File: config.mk
export PLATFORM = sky130hd
export DESIGN_NAME = alu_ror_seq_5bit
export DESIGN_NICKNAME = d
export VERILOG_FILES = /design/src/rtl/cpu5_alu_pkg.sv /design/src/rtl/alu_ror_seq_5bit.sv
export SDC_FILE = /design/constraint.sdc
export NUM_CORES = 1
export LEC_CHECK = 0
export ABC_AREA = 1
export ABC_CLOCK_PERIOD_IN_PS = 3200
export CAP_MARGIN = 20
export CELL_PAD_IN_SITES_DETAIL_PLACEMENT = 1
export CELL_PAD_IN_SITES_GLOBAL_PLACEMENT = 1
export CORE_MARGIN = 2
export CORE_UTILIZATION = 36
export CTS_CLUSTER_DIAMETER = 60
export CTS_CLUSTER_SIZE = 10
export DETAILED_ROUTE_END_ITERATION = 10
export PLACE_DENSITY = 0.78
export SLEW_MARGIN = 20
export SYNTH_ARGS = -nofsm -noshare
export SYNTH_HDL_FRONTEND = slang
export SYNTH_SLANG_ARGS = --single-unit
File: constraint.sdc
create_clock -name clk -period 3.2 [get_ports clk]
set_input_delay 0.64 -clock clk [delete_from_list [all_inputs] [get_ports clk]]
set_output_delay 0.64 -clock clk [all_outputs]
set_load 0.02 [all_outputs]
File: src/rtl/cpu5_alu_pkg.sv
// Shared definitions for the 5-bit CPU ALU: datapath constants and the
// rotate-right sequencer state type.
package cpu5_alu_pkg;

  localparam int CPU_WIDTH   = 5;
  localparam int ALU_SHAMT_W = 2;

  typedef enum logic [1:0] {
    IDLE  = 2'd0,
    SHIFT = 2'd1,
    DONE  = 2'd2
  } ror_state_t;

endpackage

File: src/rtl/alu_ror_seq_5bit.sv
// Multi-cycle rotate-right unit: rotates A right by B[SHAMT_W-1:0], one bit
// per clock, with a start/busy/done handshake. R holds until the next done.
// Optional macro ALU_ROR_FLAGS_EN adds registered carry (C) and zero (Z) flags.
module alu_ror_seq_5bit
  import cpu5_alu_pkg::*;
#(
  parameter int WIDTH   = CPU_WIDTH,
  parameter int SHAMT_W = ALU_SHAMT_W
) (
  input  logic               clk,
  input  logic               rst_n,
  input  logic               start,
  input  logic [WIDTH-1:0]   A,
  input  logic [WIDTH-1:0]   B,
  output logic               busy,
  output logic               done,
  output logic [WIDTH-1:0]   R
`ifdef ALU_ROR_FLAGS_EN
  ,
  output logic               C,
  output logic               Z
`endif
);

  ror_state_t          state, state_nxt;
  logic [WIDTH-1:0]    work, work_nxt;
  logic [SHAMT_W-1:0]  cnt, cnt_nxt;
  logic                unused_b;

  // Only the low SHAMT_W bits of B select the rotate amount.
  assign unused_b = ^B[WIDTH-1:SHAMT_W];

  // State register.
  always_ff @(posedge clk or negedge rst_n) begin
    if (!rst_n) state <= IDLE;
    else        state <= state_nxt;
  end

  // Next-state logic.
  always_comb begin
    state_nxt = state;
    unique case (state)
      IDLE:  if (start) state_nxt = (B[SHAMT_W-1:0] != '0) ? SHIFT : DONE;
      SHIFT: if (cnt == SHAMT_W'(1)) state_nxt = DONE;
      DONE:  state_nxt = IDLE;
      default: state_nxt = IDLE;
    endcase
  end

  // Handshake outputs decoded from state.
  always_comb begin
    busy = (state == SHIFT);
    done = (state == DONE);
  end

  // Next working value and count; the final rotation lands in R on the same
  // edge that enters DONE, so R is taken from work_nxt rather than work.
  always_comb begin
    work_nxt = work;
    cnt_nxt  = cnt;
    unique case (state)
      IDLE: if (start) begin
        work_nxt = A;
        cnt_nxt  = B[SHAMT_W-1:0];
      end
      SHIFT: begin
        work_nxt = {work[0], work[WIDTH-1:1]};
        cnt_nxt  = cnt - SHAMT_W'(1);
      end
      default: ;
    endcase
  end

  // Datapath registers and result capture.
  always_ff @(posedge clk or negedge rst_n) begin
    if (!rst_n) begin
      work <= '0;
      cnt  <= '0;
      R    <= '0;
    end else begin
      work <= work_nxt;
      cnt  <= cnt_nxt;
      if (state_nxt == DONE) R <= work_nxt;
    end
  end

`ifdef ALU_ROR_FLAGS_EN
  // Flags register alongside R; a zero-amount op goes straight from IDLE to
  // DONE and therefore reports no carry.
  always_ff @(posedge clk or negedge rst_n) begin
    if (!rst_n) begin
      C <= 1'b0;
      Z <= 1'b0;
    end else if (state_nxt == DONE) begin
      C <= (state == SHIFT) ? work_nxt[WIDTH-1] : 1'b0;
      Z <= (work_nxt == '0);
    end
  end
`endif

endmodule

==> results of run 1 <==
==> metrics by stage <==
step | total power [mW] | instance area [µm²] | hold slack, ns
6_report | 0.9929 | 1010 | 0.5159
5_1_grt | 1.092 | 1010 | 0.5602
4_1_cts | 1.011 | 1010 | 0.5279
3_5_place_dp | 0.9097 | 987.2 | 0.5035
3_3_place_gp | 0.8890 | 987.2 | 0.4979
2_1_floorplan | 0.7319 | 802.0 | 0.3444
==> report_power, final <==
part           total, mW  internal (mW)  switching, mW  leakage (nW)
combinational      0.550          0.224          0.325         0.328
sequential         0.352          0.266         0.0857         0.173
clock             0.0918         0.0434         0.0483        0.0138
==> tightest hold or removal path, cell delays in order, from the launching register on <==
cell and delay [ns]:
dfrtp_1 0.35, nand3_1 0.07, nand2_1 0.06
==> synthesized netlist by cell type (all sizes together) <==
library cell and n:
dfrtp 14, nor2 3, inv 14, nor3 1, ha 1, clkinv 5, o21ai 1, nand2 44
o22ai 1, o211ai 1, buf 2, nand3 18
==> final cells by class <==
cell class | instances | share of cell area (%)
multi-input cells | 70 | 35.94
inverters | 19 | 7.807
flip-flops and latches | 14 | 34.70
well taps | 28 | 3.470
repair buffers | 16 | 15.86
clock buffers | 3 | 2.230
==> path summary, 6_finish.rpt <==
path | start | to | slack [ns] | depth (start not counted)
worst max-delay path | state[1]$_DFF_PN0_ | busy | 0.88 | 4
worst max register to register | state[0]$_DFF_PN0_ | cnt[0]$_DFFE_PN0P_ | 1.92 | 4
min in group asynchronous | rst_n | R[3]$_DFFE_PN0N_ | 0.76 | 1
max in group asynchronous | rst_n | cnt[0]$_DFFE_PN0P_ | 2.03 | 1
worst min-delay path | R[3]$_DFFE_PN0N_ | R[3]$_DFFE_PN0N_ | 0.52 | 2
worst min register to register | R[3]$_DFFE_PN0N_ | R[3]$_DFFE_PN0N_ | 0.52 | 2
==> state kept, by name, summed over array words and instances (netlist names) <==
| register | cells |
|---|---|
| cnt | 2 |
| work | 5 |
| state | 2 |
| R | 5 |
==> layer usage <==
| layer | track usage, % | share of wire (%) | vias to the layer above |
|---|---|---|---|
| li1 | - | - | 362 |
| met2 | 24.68 | 48 | 10 |
| met1 | 20.93 | 50 | 323 |
| met4 | 6.757 | 0 | 0 |
| met3 | 1.754 | 2.8 | 0 |
| met5 | 0 | 0 | - |
==> cell families (layout without fill, tap and decap cells) <==
logic type,count (synthesis),after routing,share of synthesized area (%)
AO/OA/AOI/OAI,3,3,2.340
AND/OR/NAND/NOR,66,66,41.34
buffers and inverters,21,38,11.08
adder cells (fa/ha/maj),1,1,1.560
flip-flops,14,14,43.68
==> out/metrics.cfg, run 1 <==
[run_status]
status = finished clean

[global_routing]
grt_max_degree = 15
grt_use_total_pct = 15.41
grt_overflow = 0
grt_pass1_vias = 683
antenna_found_initial = 0
grt_pass1_wl_mm = 3.001

[place]
place_inst = 147
gp_congestion = 0.7595
dpl.hpwl_mm = 1.343
port_buffers = 16
dp_slack_ns = 1.124

[logic_synthesis]
postSynthCellCount = 105
yosysSeqAreaShare_pct = 43.68
syn_area_um2 = 802.0
synth.top_cell.area_share_pct = 43.68
synth_seq_cells = 14
synth_warnings = 0
synth_fp_nets = 119
synth.largest_area_cell = dfrtp_1
synthTopCellsByArea = dfrtp_1 (44%), nand2_1 (19%), nand3_1 (11%)
synth_cell_types = 18
synth.avg_cell_area_um2 = 7.638

[detailed_routing]
drtAntennaViolNets = 0
viasPerCell = 4.633
drc = 0
vias = 695
firstDrtPassIters = 4
routedWlPerCell_um = 11.37
drt_wl_total_mm = 1.706
drt_iter0_drc = 10

[setup_path]
cpPeakStageDelay_ns = 0.60
start_kind = flop
worstPathMaxFanout = 7
critical_path_class = flop to primary output
slowest_stage = clkdlybuf4s50_1
path_cells = inv_4 -> nand2_8 -> inv_6 -> clkdlybuf4s50_1
cp.required_ns = 2.56
critPathArrivalTime_ns = 1.68
end_kind = primary output
cp_num_buf_inv = 3
crit_family = buffers and inverters

[die]
initial_core_util_pct = 37.33
die_w_um = 51.20
core_um2 = 2148
rows = 17
die_area_um2 = 2621
dieHeight_um = 51.20
ios = 20

[cts]
cts_made_buffers = 3
clockBufferDepth = 2
cts_tree = built
cts_setup_buffers = 0
clock_sinks = 14
clk_latency_ns = 0.26
ctsHoldBuffers = 0
cts_resized = 0
clkSlewWorstSetupHoldPaths_ns = 0.08
root_buffer = clkbuf_4
htreeDepth = 1

[final_layout]
drive_gt1_share_pct = 8.197
multi_input_area_um2 = 362.8
areaGrowthSynthToFinish_pct = 25.90
layout_commonest_cell = nand2_1
instances_no_fill = 150
regArea_um2 = 350.3
num_antenna_cells = 0
postLayoutCoreUtil_pct = 47.00
final_cell_mix = nand2_1 (41), nand3_1 (17), clkdlybuf4s50_1 (16), dfrtp_1 (14), inv_1 (12)
fin_nets = 138
n_fill_cell = 265

[timing]
min_period_ns = 2.318
tns_ns = 0
slew_headroom_pct = 57.67
fin_skew_ns = 0.002969
setup_violations = 0
timing.final.max_slew_violations = 0
rsz0062_at_grt = no
worstMarginPinSlew_ns = 0.6330
setup_slack_ns = 0.8819
fmax_mhz = 431.4
hold_viol = 0
min_period_over_period_pct = 72.44

[power]
leakagePower_nw = 0.5143
ir_drop_uv = 455.6
power_density_nw_per_um2 = 983.4

[worst_hold_path]
hp-class = flop to flop

[run]
cap_violations = 0

No activity file was read; power rests on OpenSTA's default activity.
==> run 2, diff against run 1 <==
--- a/config.mk
+++ b/config.mk
@@ -6,16 +6,16 @@
 export NUM_CORES = 1
 export LEC_CHECK = 0
 export ABC_AREA = 1
-export ABC_CLOCK_PERIOD_IN_PS = 3200
+export ABC_CLOCK_PERIOD_IN_PS = 1860
 export CAP_MARGIN = 20
 export CELL_PAD_IN_SITES_DETAIL_PLACEMENT = 1
 export CELL_PAD_IN_SITES_GLOBAL_PLACEMENT = 1
 export CORE_MARGIN = 2
-export CORE_UTILIZATION = 36
+export CORE_UTILIZATION = 30
 export CTS_CLUSTER_DIAMETER = 60
 export CTS_CLUSTER_SIZE = 10
 export DETAILED_ROUTE_END_ITERATION = 10
-export PLACE_DENSITY = 0.78
+export PLACE_DENSITY = 0.69
 export SLEW_MARGIN = 20
 export SYNTH_ARGS = -nofsm -noshare
 export SYNTH_HDL_FRONTEND = slang
==> constraint.sdc (replaced) <==
create_clock -name clk -period 1.86 [get_ports clk]
set_input_delay 0.372 -clock clk [delete_from_list [all_inputs] [get_ports clk]]
set_output_delay 0.372 -clock clk [all_outputs]
set_load 0.02 [all_outputs]
==> out/metrics.cfg, run 2 (synthesis gave the netlist of run 1 again) <==
[final_layout]
num_antenna_cells = 0  ; unchanged
areaGrowthSynthToFinish_pct = 29.64  ; was 25.90%
n_fill_cell = 328  ; was 265
regArea_um2 = 350.3  ; unchanged
drive_gt1_share_pct = 11.11  ; was 8.197%
layout_commonest_cell = nand2_1  ; unchanged
fin_nets = 142  ; was 138
top_regs = R (5), work (5)  ; unchanged
final_cell_mix = nand2_1 (41), nand3_1 (17), dfrtp_1 (14), clkdlybuf4s50_1 (14), inv_1 (12)  ; was nand2_1 (41), nand3_1 (17), clkdlybuf4s50_1 (16), dfrtp_1 (14), inv_1 (12)
multi_input_area_um2 = 362.8  ; unchanged

[global_routing]
grt_max_degree = 15  ; unchanged
grt_use_total_pct = 14.04  ; was 15.41%
grt_pass1_vias = 775  ; was 683
grt_pass1_wl_mm = 3.401  ; was 3.001 mm
grt_overflow = 0  ; unchanged
antenna_found_initial = 0  ; unchanged

[setup_path]
worstPathMaxFanout = 7  ; unchanged
end_kind = primary output  ; unchanged
reg2reg_from = state[0]$_DFF_PN0_  ; unchanged
slowest_stage = dfrtp_1  ; was clkdlybuf4s50_1
timing.rr.end = R[1]$_DFFE_PN0N_  ; was cnt[0]$_DFFE_PN0P_
cpPeakStageDelay_ns = 0.41  ; was 0.60 ns
critPathArrivalTime_ns = 1.28  ; was 1.68 ns
cp_num_buf_inv = 3  ; unchanged
cp.required_ns = 1.49  ; was 2.56 ns
critical_path_class = flop to primary output  ; unchanged
start_kind = flop  ; unchanged
rrSetupSlack_ns = 0.52  ; was 1.92 ns
path_cells = inv_4 -> nand2_8 -> inv_6 -> dlygate4sd2_1  ; was inv_4 -> nand2_8 -> inv_6 -> clkdlybuf4s50_1
critPathLaunch = state[1]$_DFF_PN0_  ; unchanged
crit_family = buffers and inverters  ; unchanged
ff2ff_path_depth = 6  ; was 4

[timing]
min_period_over_period_pct = 89.04
worstMarginPinSlew_ns = 0.6454  ; was 0.6330 ns
tns_ns = 0  ; unchanged
slew_headroom_pct = 56.84  ; was 57.67%
fmax_mhz = 603.8
rsz0062_at_grt = no  ; unchanged
hold_viol = 0  ; unchanged
min_period_ns = 1.656
timing.final.max_slew_violations = 0  ; unchanged
fin_skew_ns = 0.006047  ; was 0.002969 ns
setup_violations = 0  ; unchanged
setup_slack_ns = 0.2039  ; was 0.8819 ns

[die]
die_area_um2 = 3103  ; was 2621 µm²
dieHeight_um = 55.71  ; was 51.20 µm
initial_core_util_pct = 32.08  ; was 37.33%
die_w_um = 55.71  ; was 51.20 µm
core_um2 = 2500  ; was 2148 µm²
ios = 20  ; unchanged
rows = 18  ; was 17

[detailed_routing]
drt_wl_total_mm = 1.839  ; was 1.706 mm
vias = 712  ; was 695
drc = 0  ; unchanged
viasPerCell = 4.564  ; was 4.633
drt_iter0_drc = 7  ; was 10
firstDrtPassIters = 2  ; was 4
routedWlPerCell_um = 11.79  ; was 11.37 µm
drtAntennaViolNets = 0  ; unchanged

[cts]
htreeDepth = 1  ; unchanged
clockBufferDepth = 2  ; unchanged
clock_sinks = 14  ; unchanged
root_buffer = clkbuf_4  ; unchanged
clkSlewWorstSetupHoldPaths_ns = 0.08  ; about the same
ctsHoldBuffers = 0  ; unchanged
clk_latency_ns = 0.27  ; was 0.26 ns
cts_made_buffers = 3  ; unchanged
cts_tree = built  ; unchanged

[place]
gp_congestion = 0.7422  ; was 0.7595
dpl.hpwl_mm = 1.530  ; was 1.343 mm
port_buffers = 16  ; unchanged
dp_slack_ns = 0.2259  ; was 1.124 ns

[power]
finalPower_mw = 1.736  ; was 992.9 µW
leakagePower_nw = 0.5407  ; was 0.5143 nW
ir_drop_uv = 736.2  ; was 455.6 µV
power_density_nw_per_um2 = 1669  ; was 983.4 nW/µm²

[worst_hold_path]
hp-class = input pin to async pin  ; was flop to flop

[run]
cap_violations = 0  ; unchanged

[run_status]
status = finished clean  ; unchanged

==> run 2: per-stage QoR <==
stage               cell area [µm²]  hold WS, ns  cells  utilization (%)
floorplan                     802.0      0.07641    105                -
global placement               1020       0.5015    153            40.79
detailed placement             1020       0.5037    153            40.79
CTS                            1040       0.5040    156            41.59
global route                   1040       0.5288    156            41.59
finish                         1040       0.4902    156            41.59
==> run 2: how the worst max path moves through the flow <==
| stage | to | slack [ns] | depth (start not counted) |
|---|---|---|---|
| floorplan | done | 0.61 | 2 |
| global placement | busy | 0.23 | 4 |
| detailed placement | busy | 0.23 | 4 |
| CTS | busy | 0.18 | 4 |
| global route | busy | 0.14 | 4 |
| finish | busy | 0.20 | 4 |
==> run 2: layout make-up <==
class / count / area share (%)
Clock buffer: 3 / 2.166
Tap cell: 30 / 3.610
Sequential cell: 14 / 33.69
Inverter: 19 / 7.581
Multi-Input combinational cell: 70 / 34.90
Timing Repair Buffer: 20 / 18.05
==> run 2: where the power goes <==
group          switching [mW]  internal [mW]  leakage, nW  total [mW]
sequential              0.113          0.458        0.173       0.571
clock                  0.0893         0.0748       0.0138       0.164
combinational           0.601          0.400        0.354        1.00
total                   0.803          0.933        0.541        1.74
==> run 2: layer usage <==
layer  GRT usage, %  up-vias  share of wire [%]
met2          23.47       12                 49
met4          4.530        0                  0
met1          17.39      334                 47
met5              0        -                  0
li1               -      366                  -
met3          3.953        0                4.2
==> run 2: worst register-to-register path, cell delays in order, from the launching register on <==
cell and delay (ns):
dfrtp_1 0.46, buf_4 0.20, nor2_4 0.22, nand3_4 0.16, nand2_4 0.12, nand2_1 0.07, nand2_1 0.06
==> run 2: repair_timing <==
item	4_1_cts	5_1_grt
setup buffers	0	0
setup endpoints to repair	2	0
gates resized for setup	2	0
==> run 3, diff against run 2 <==
--- a/config.mk
+++ b/config.mk
@@ -8,14 +8,12 @@
 export ABC_AREA = 1
 export ABC_CLOCK_PERIOD_IN_PS = 1860
 export CAP_MARGIN = 20
-export CELL_PAD_IN_SITES_DETAIL_PLACEMENT = 1
-export CELL_PAD_IN_SITES_GLOBAL_PLACEMENT = 1
 export CORE_MARGIN = 2
-export CORE_UTILIZATION = 30
+export CORE_UTILIZATION = 42
 export CTS_CLUSTER_DIAMETER = 60
 export CTS_CLUSTER_SIZE = 10
 export DETAILED_ROUTE_END_ITERATION = 10
-export PLACE_DENSITY = 0.69
+export PLACE_DENSITY = 0.7
 export SLEW_MARGIN = 20
 export SYNTH_ARGS = -nofsm -noshare
 export SYNTH_HDL_FRONTEND = slang
==> out/metrics.cfg, run 3 (synthesis gave the netlist of run 1 again) <==
[detailed_routing]
drtAntennaViolNets = 0  ; unchanged
firstDrtPassIters = 4  ; was 2
vias = 672  ; was 712
drc = 0  ; unchanged
drt_wl_total_mm = 1.647  ; was 1.839 mm
viasPerCell = 4.450  ; was 4.564
routedWlPerCell_um = 10.91  ; was 11.79 µm
drt_iter0_drc = 10  ; was 7

[cts]
cts_tree = built  ; unchanged
clock_sinks = 14  ; unchanged
clkSlewWorstSetupHoldPaths_ns = 0.09  ; was 0.08 ns
htreeDepth = 1  ; unchanged
cts_setup_buffers = 0  ; unchanged
cts_made_buffers = 3  ; unchanged
clk_latency_ns = 0.28  ; was 0.27 ns
root_buffer = clkbuf_4  ; unchanged
ctsHoldBuffers = 0  ; unchanged
clockBufferDepth = 2  ; unchanged

[setup_path]
critPathArrivalTime_ns = 1.30  ; was 1.28 ns
cp.required_ns = 1.49  ; about the same
end_kind = primary output  ; unchanged
worstPathMaxFanout = 7  ; unchanged
critical_path_class = flop to primary output  ; unchanged
start_kind = flop  ; unchanged

[final_layout]
instances_no_fill = 151  ; was 156
multi_input_area_um2 = 362.8  ; unchanged
regArea_um2 = 350.3  ; unchanged
areaGrowthSynthToFinish_pct = 29.64  ; unchanged
postLayoutCoreUtil_pct = 58.94  ; was 41.59%
final_cell_mix = nand2_1 (41), nand3_1 (17), dfrtp_1 (14), clkdlybuf4s50_1 (14), inv_1 (12)  ; unchanged
drive_gt1_share_pct = 11.11  ; unchanged
num_antenna_cells = 0  ; unchanged
layout_commonest_cell = nand2_1  ; unchanged
top_regs = R (5), work (5)  ; unchanged
n_fill_cell = 190  ; was 328
fin_nets = 141  ; was 142

[die]
rows = 15  ; was 18
initial_core_util_pct = 45.46  ; was 32.08%
die_area_um2 = 2275  ; was 3103 µm²
core_um2 = 1764  ; was 2500 µm²
ios = 20  ; unchanged
die_w_um = 47.70  ; was 55.71 µm
dieHeight_um = 47.70  ; was 55.71 µm

[power]
ir_drop_uv = 850.9  ; was 736.2 µV
power_density_nw_per_um2 = 1714  ; was 1669 nW/µm²
leakagePower_nw = 0.5431  ; was 0.5407 nW
finalPower_mw = 1.782  ; was 1.736 mW

[timing]
fmax_mhz = 597.0  ; was 603.8 MHz
timing.final.max_slew_violations = 0  ; unchanged
fin_skew_ns = 0.001669  ; was 0.006047 ns
rsz0062_at_grt = no  ; unchanged
min_period_ns = 1.675  ; was 1.656 ns
min_period_over_period_pct = 90.06  ; was 89.04%
tns_ns = 0  ; unchanged
hold_viol = 0  ; unchanged
worstMarginPinSlew_ns = 0.6299  ; was 0.6454 ns
setup_violations = 0  ; unchanged
slew_headroom_pct = 57.87  ; was 56.84%

[global_routing]
grt_max_degree = 15  ; unchanged
grt_pass1_wl_mm = 2.946  ; was 3.401 mm
grt_use_total_pct = 18.77  ; was 14.04%
grt_overflow = 0  ; unchanged
antenna_found_initial = 0  ; unchanged
grt_pass1_vias = 700  ; was 775

[worst_hold_path]
hp-class = input pin to async pin  ; unchanged

[place]
place_inst = 147  ; was 153
dpl.hpwl_mm = 1.270  ; was 1.530 mm
gp_congestion = 0.7991  ; was 0.7422
port_buffers = 16  ; unchanged

[run_status]
status = finished clean  ; unchanged

[run]
cap_violations = 0  ; unchanged

==> run 3: cell types whose count changed in the layout (fill, tap and decap cells not counted) <==
| cell | previous run | this run |
|---|---|---|
| buf_4 | 4 | 3 |
| clkbuf_8 | 0 | 1 |
==> run 3: critical path: stages, from the launching register on <==
cell	delay (ns)
dfrtp_1	0.42
inv_4	0.12
nand2_8	0.08
inv_6	0.08
dlygate4sd2_1	0.33
==> run 3: stage by stage <==
| stage | hold WS (ns) | cell area [µm²] | setup slack (ns) |
|---|---|---|---|
| finish | 0.4787 | 1040 | 0.1848 |
| global route | 0.5471 | 1040 | 0.1402 |
| CTS | 0.4990 | 1040 | 0.1686 |
| global placement | 0.5011 | 1006 | 0.2317 |
| floorplan | 0.07641 | 802.0 | 0.6127 |
| detailed placement | 0.5025 | 1006 | 0.2134 |
==> run 3: layer usage <==
layer	up-vias	track usage [%]	part of all wire [%]
li1	365	-	-
met2	11	31.20	48
met1	294	24.34	48
met4	0	8.108	0.73
met3	2	2.642	3.5
met5	-	0	0
==> run 3: path summary, 6_finish.rpt <==
check                                    end  cells past startpoint                from  slack [ns]
min                         R[2]$_DFFE_PN0N_                      1               rst_n        0.48
max reg2reg                 R[3]$_DFFE_PN0N_                      6  state[0]$_DFF_PN0_        0.55
max in group asynchronous  work[2]$_DFF_PN0_                      1               rst_n        0.98
min reg2reg                 R[0]$_DFFE_PN0N_                      2    R[0]$_DFFE_PN0N_        0.52
max                                     busy                      4  state[1]$_DFF_PN0_        0.18
min in group clk            R[0]$_DFFE_PN0N_                      2    R[0]$_DFFE_PN0N_        0.52
==> run 3: layout make-up <==
type | count | area share [%]
Clock buffer | 4 | 3.490
Inverter | 19 | 7.581
Multi-Input combinational cell | 70 | 34.90
Sequential cell | 14 | 33.69
Tap cell | 25 | 3.008
Timing Repair Buffer | 19 | 17.33
==> run 3: what timing repair did <==
action / 4_1_cts / 5_1_grt
endpoints found under the hold margin: 0 / 0
endpoints found under the setup margin: 2 / 0
resized for setup: 2 / 0
==> run 3: where the power goes <==
| part | total [mW] | switching (mW) | internal [mW] |
|---|---|---|---|
| Clock | 0.220 | 0.101 | 0.119 |
| Combinational | 0.992 | 0.593 | 0.399 |
| Sequential | 0.570 | 0.112 | 0.458 |
